==> src/rtl/cordic_vector_iter.sv <==
// Iterative circular CORDIC in vectoring mode: (x, y) -> (magnitude, atan2(y, x)).
// A single shift-add stage is reused for every micro-rotation under a small FSM.
module cordic_vector_iter #(
  parameter int N_ITERATION     = 12,
  parameter int INTEGER_BITS    = 3,
  parameter int FRACTIONAL_BITS = 30,
  parameter int BITS            = INTEGER_BITS + FRACTIONAL_BITS
) (
  input  logic                   i_clk,
  input  logic                   i_rst_n,
  input  logic                   i_valid,
  output logic                   o_ready,
  input  logic signed [BITS-1:0] i_x,
  input  logic signed [BITS-1:0] i_y,
  output logic                   o_valid,
  input  logic                   i_ready,
  output logic signed [BITS-1:0] o_mag,
  output logic signed [BITS-1:0] o_angle
);

  localparam int CW = (N_ITERATION > 1) ? $clog2(N_ITERATION) : 1;

  typedef enum logic [2:0] {IDLE, PRE, ITER, SCALE, DONE} state_t;

  function automatic real fix_scale();
    real s;
    s = 1.0;
    for (int k = 0; k < FRACTIONAL_BITS; k++) s = s * 2.0;
    return s;
  endfunction

  function automatic logic signed [BITS-1:0] to_fix(input real r);
    return BITS'(longint'(r * fix_scale()));
  endfunction

  // atan(2^-i) by its Taylor series; t <= 0.5 for i >= 1 so 40 terms is far beyond precision.
  function automatic real atan_pow2(input int i);
    real t, term, sum;
    if (i == 0) return 0.7853981633974483;
    t = 1.0;
    for (int k = 0; k < i; k++) t = t * 0.5;
    term = t;
    sum  = 0.0;
    for (int k = 0; k < 40; k++) begin
      sum  = sum + (((k % 2) == 1) ? -1.0 : 1.0) * term / real'(2 * k + 1);
      term = term * t * t;
    end
    return sum;
  endfunction

  localparam logic signed [BITS-1:0]   K_FIX   = to_fix(0.6072529350088812);
  localparam logic signed [BITS-1:0]   HALF_PI = to_fix(1.5707963267948966);
  localparam logic signed [2*BITS-1:0] K_WIDE  = {{BITS{K_FIX[BITS-1]}}, K_FIX};

  logic signed [BITS-1:0] atan_tab [N_ITERATION];

  genvar gi;
  generate
    for (gi = 0; gi < N_ITERATION; gi++) begin : g_atan
      localparam logic signed [BITS-1:0] ATAN_I = to_fix(atan_pow2(gi));
      assign atan_tab[gi] = ATAN_I;
    end
  endgenerate

  state_t                 state_reg;
  logic signed [BITS-1:0] x_reg;
  logic signed [BITS-1:0] y_reg;
  logic signed [BITS-1:0] z_reg;
  logic [CW-1:0]          cnt_reg;
  logic                   zero_reg;
  logic                   valid_reg;
  logic signed [BITS-1:0] mag_reg;
  logic signed [BITS-1:0] angle_reg;

  logic                     accept;
  logic signed [BITS-1:0]   x_sh;
  logic signed [BITS-1:0]   y_sh;
  logic signed [2*BITS-1:0] x_wide;
  logic signed [2*BITS-1:0] prod;

  assign o_ready = (state_reg == IDLE) && i_rst_n;
  assign accept  = i_valid && o_ready;
  assign o_valid = valid_reg;
  assign o_mag   = mag_reg;
  assign o_angle = angle_reg;

  assign x_sh   = x_reg >>> cnt_reg;
  assign y_sh   = y_reg >>> cnt_reg;
  assign x_wide = {{BITS{x_reg[BITS-1]}}, x_reg};
  assign prod   = x_wide * K_WIDE;

  always_ff @(posedge i_clk) begin
    if (!i_rst_n) begin
      state_reg <= IDLE;
      x_reg     <= '0;
      y_reg     <= '0;
      z_reg     <= '0;
      cnt_reg   <= '0;
      zero_reg  <= 1'b0;
      valid_reg <= 1'b0;
      mag_reg   <= '0;
      angle_reg <= '0;
    end else begin
      case (state_reg)
        IDLE: begin
          if (accept) begin
            x_reg     <= i_x;
            y_reg     <= i_y;
            z_reg     <= '0;
            zero_reg  <= (i_x == '0) && (i_y == '0);
            state_reg <= PRE;
          end
        end
        PRE: begin
          // Fold the left half-plane onto the right so the rotations converge.
          if (x_reg[BITS-1] && !y_reg[BITS-1]) begin
            x_reg <= y_reg;
            y_reg <= -x_reg;
            z_reg <= HALF_PI;
          end else if (x_reg[BITS-1]) begin
            x_reg <= -y_reg;
            y_reg <= x_reg;
            z_reg <= -HALF_PI;
          end
          cnt_reg   <= '0;
          state_reg <= ITER;
        end
        ITER: begin
          if (y_reg[BITS-1]) begin
            x_reg <= x_reg - y_sh;
            y_reg <= y_reg + x_sh;
            z_reg <= z_reg - atan_tab[cnt_reg];
          end else begin
            x_reg <= x_reg + y_sh;
            y_reg <= y_reg - x_sh;
            z_reg <= z_reg + atan_tab[cnt_reg];
          end
          if (cnt_reg == CW'(N_ITERATION - 1)) begin
            cnt_reg   <= '0;
            state_reg <= SCALE;
          end else begin
            cnt_reg <= cnt_reg + CW'(1);
          end
        end
        SCALE: begin
          mag_reg   <= zero_reg ? '0 : BITS'(prod >>> FRACTIONAL_BITS);
          angle_reg <= zero_reg ? '0 : z_reg;
          state_reg <= DONE;
        end
        DONE: begin
          // o_valid rises one cycle after entering DONE, fixing latency at N_ITERATION+3.
          if (valid_reg && i_ready) begin
            valid_reg <= 1'b0;
            state_reg <= IDLE;
          end else begin
            valid_reg <= 1'b1;
          end
        end
        default: state_reg <= IDLE;
      endcase
    end
  end

endmodule

==> config.mk <==
export PLATFORM = sky130hd
export DESIGN_NAME = cordic_vector_iter
export DESIGN_NICKNAME = d
export VERILOG_FILES = /design/src/rtl/cordic_vector_iter.sv
export SDC_FILE = /design/constraint.sdc
export NUM_CORES = 2
export LEC_CHECK = 0
export ABC_AREA = 0
export CAP_MARGIN = 20
export CORE_ASPECT_RATIO = 0.9
export CORE_MARGIN = 5
export CORE_UTILIZATION = 50
export DETAILED_ROUTE_END_ITERATION = 16
export GPL_TIMING_DRIVEN = 1
export MAX_ROUTING_LAYER = met4
export PLACE_DENSITY_LB_ADDON = 0.08
export RECOVER_POWER = 100
export SYNTH_ARGS = -nofsm -noshare
export SYNTH_HDL_FRONTEND = slang
export SYNTH_SLANG_ARGS = --single-unit
==> constraint.sdc <==
create_clock -name i_clk -period 10.85 [get_ports i_clk]
set_input_delay 3.255 -clock i_clk [delete_from_list [all_inputs] [get_ports i_clk]]
set_output_delay 3.255 -clock i_clk [all_outputs]
set_load 0.005 [all_outputs]
==> impl_metrics.py <==
metrics = {
    "finish": {
        "drive_above_1_share": 0.0456,
        "area_growth_pct": 7.05,
        "nets": 5478,
        "stdcell_area_um2": 41100,
        "fillers": 7295,
        "final_cell_mix": "inv_1 (784), ha_1 (505), fa_1 (438)",
        "final_common_cell": "inv_1",
    },
    "logic_synthesis": {
        "syn_nets": 5492,
        "synth-edff-count": 0,
        "async_flop_share": 0,
        "synthesis.instances": 4479,
        "synth_area_per_cell_um2": 8.58,
        "synth_flop_cell": "dfxtp_1",
        "ys_seq_area_frac": 0.0906,
        "yosysUniqueCellTypes": 95,
        "ys_warn_count": 0,
        "syn_area_um2": 38400,
        "synth_seq_cells": 174,
    },
    "timing": {
        "fin_worst_skew_ps": 23.8,
        "slew-limit-headroom": -1.30,
        "post-route-min-period_ps": 9840,
        "slew_viol_final": 291,
        "tightestPinTransition_ps": 3450,
        "grt_setup_unrepaired": "false",
        "setup_viol": 0,
        "min_period_over_period": 0.907,
        "clock.fmax_ghz": 0.102,
        "setup_tns_ps": 0,
        "hold_violations": 0,
    },
    "placed_design": {
        "dpl-instance-area_um2": 40500,
        "gp_congestion": 1.04,
        "dpl.hpwl_um": 111000,
        "io_buffers": 137,
    },
    "drt": {
        "firstDrtPassIters": 8,
        "viasPerCell": 5.85,
        "antenna_left": 0,
        "drt_iter0_drc": 2718,
        "routedWlPerCell_um": 24.0,
        "route.detailed.drc": 0,
        "routed_wl_um": 133000,
        "vias": 32300,
    },
    "floorplanning": {
        "coreArea_um2": 76300,
        "num_rows": 96,
        "die_area_um2": 82500,
        "initial_core_util": 0.504,
        "die_height_um": 273,
        "die_w_um": 302,
        "ios": 138,
    },
    "global_route": {
        "grt_max_degree": 81,
        "gr-usage-met1": 0.457,
        "grt.overflow.total": 0,
        "grt.met2_usage": 0.464,
        "grt-busiest-layer": "met2",
        "use_met3": 0.0983,
        "track_usage": 0.332,
        "grt_antenna_before_repair": 8,
        "grt_pass1_wl_um": 201000,
        "grt_pass1_vias": 31700,
    },
    "hold_path": {
        "whs_path_depth": 2,
        "hp-class": "reg -> reg",
        "worstHoldStart": "o_mag[27]",
        "min_to": "o_mag[27]",
    },
    "clock_network": {
        "clk_latency_ps": 520,
        "cts-htree-levels": 4,
        "cts_tree": "yes",
        "cts_hold_buf": 0,
        "cts_root_buf": "clkbuf_16",
        "cts_buffers": 17,
        "cts_buffer_depth": 2,
        "numClockSinks": 174,
        "clkTransAtPathRegs_ps": 90,
        "cts_resized": 0,
        "post_cts_buffers": 0,
    },
    "setup_path": {
        "crit_path_start_kind": "primary input",
        "crit_path_cell_trace": "buf_2, clkbuf_1, inv_4, nor4_1, dlygate4sd3_1",
        "worst_r2r_endpoint": "y_reg[32]",
        "worst-r2r-setup-slack_ps": 1540,
        "cpPeakStageDelay_ps": 2150,
        "required_ps": 7600,
        "crit_path_top_delay_cell": "clkbuf_1",
        "crit_fanout": 53,
        "timing.rr.start": "cnt_reg[1]",
        "cp_data_arrival_time_ps": 6580,
        "cp-end-kind": "output port",
        "rr_worst_depth": 20,
        "path_class": "in -> out",
    },
    "flow_run": {
        "timing.max_cap.violations": 5,
    },
    "status": {
        "status": "complete, but fails checks",
        "violations": "capacitance limit, slew limit",
    },
}
## Yosys cell counts, types with 20 or more instances
library cell / number / area (um^2)
nand2b_1: 24 / 150
inv_1: 784 / 2940
ha_1: 505 / 6320
nand3_1: 45 / 225
mux2i_1: 72 / 721
o22ai_1: 20 / 125
o31ai_1: 23 / 173
nor2b_1: 37 / 231
nand2_1: 239 / 897
fa_1: 438 / 8770
o21a_1: 22 / 165
buf_1: 25 / 93.8
mux2_2: 35 / 394
a211oi_1: 31 / 233
a22oi_1: 21 / 158
nor2_1: 248 / 931
xnor2_1: 220 / 1930
mux4_2: 50 / 1130
nand4_1: 27 / 169
a221oi_1: 97 / 850
nor3_1: 36 / 180
o21ai_0: 192 / 961
dfxtp_1: 174 / 3480
a21o_1: 91 / 683
o21bai_1: 28 / 210
a21oi_1: 322 / 1610
nor3b_1: 35 / 263
xor2_1: 131 / 1150
a31oi_1: 42 / 263
clkbuf_1: 154 / 578
nor4_1: 23 / 144
and2_1: 22 / 138
o211ai_1: 23 / 173
## worst max-delay path by stage
stage / endpoint / cells after the start / slack, ps / startpoint
global route: z_reg[30] / 21 / 610 / cnt_reg[1]
finish: o_ready / 5 / 1010 / i_rst_n
CTS: o_mag[29] / 28 / 1900 / x_reg[11]
detailed placement: o_mag[29] / 28 / 1920 / x_reg[11]
floorplan: o_mag[29] / 21 / 2990 / x_reg[32]
global placement: o_mag[26] / 27 / 1580 / x_reg[18]
## routing by layer
layer | vias up | part of all wire | routed length, um
met5 | - | 0 | 0
met4 | 0 | 0.039 | 5230
met3 | 190 | 0.097 | 12900
met2 | 1218 | 0.42 | 55400
met1 | 15800 | 0.45 | 59200
li1 | 15100 | - | -
## logic make-up (layout without fill, tap and decap cells)
family	count (synthesis)	after routing	synth area share
multiplexers	159	159	0.0592
AND/OR/NAND/NOR	836	836	0.107
XOR/XNOR	351	351	0.0800
flip-flops	174	174	0.0906
AO/OA/AOI/OAI	1016	1016	0.170
adder cells (fa/ha/maj)	943	943	0.393
buffers and inverters	1000	999	0.100
other	0	12	0
## worst max-delay path: cells and delay by family
family                 cells  cell delay (ps)
buffers and inverters      4             2840
and+or+nand+nor            1              440
## layout make-up
type	count	area, um^2	area share
multi-input cells	3305	31100	0.756
flip-flops and latches	174	3500	0.0852
inverters	790	2970	0.0721
repair buffers	177	1640	0.0399
well taps	1029	1290	0.0313
clock buffers	17	425	0.0103
clock inverters	15	180	0.00438
diodes	12	30.0	0.000730
## through the flow
step | utilization | hold WS, ps | instances | setup slack, ps
after global placement | 0.531 | 440 | 5473 | 1580
after global routing | 0.539 | 487 | 5518 | 612
after floorplan | - | 449 | 4479 | 2990
after CTS | 0.539 | 470 | 5506 | 1900
final | 0.539 | 459 | 5519 | 1010
after detailed placement | 0.531 | 443 | 5474 | 1920
Power is left out: the tool's default activity adds up to more than one toggle a clock period on the data nets, which glitch-free logic cannot reach.
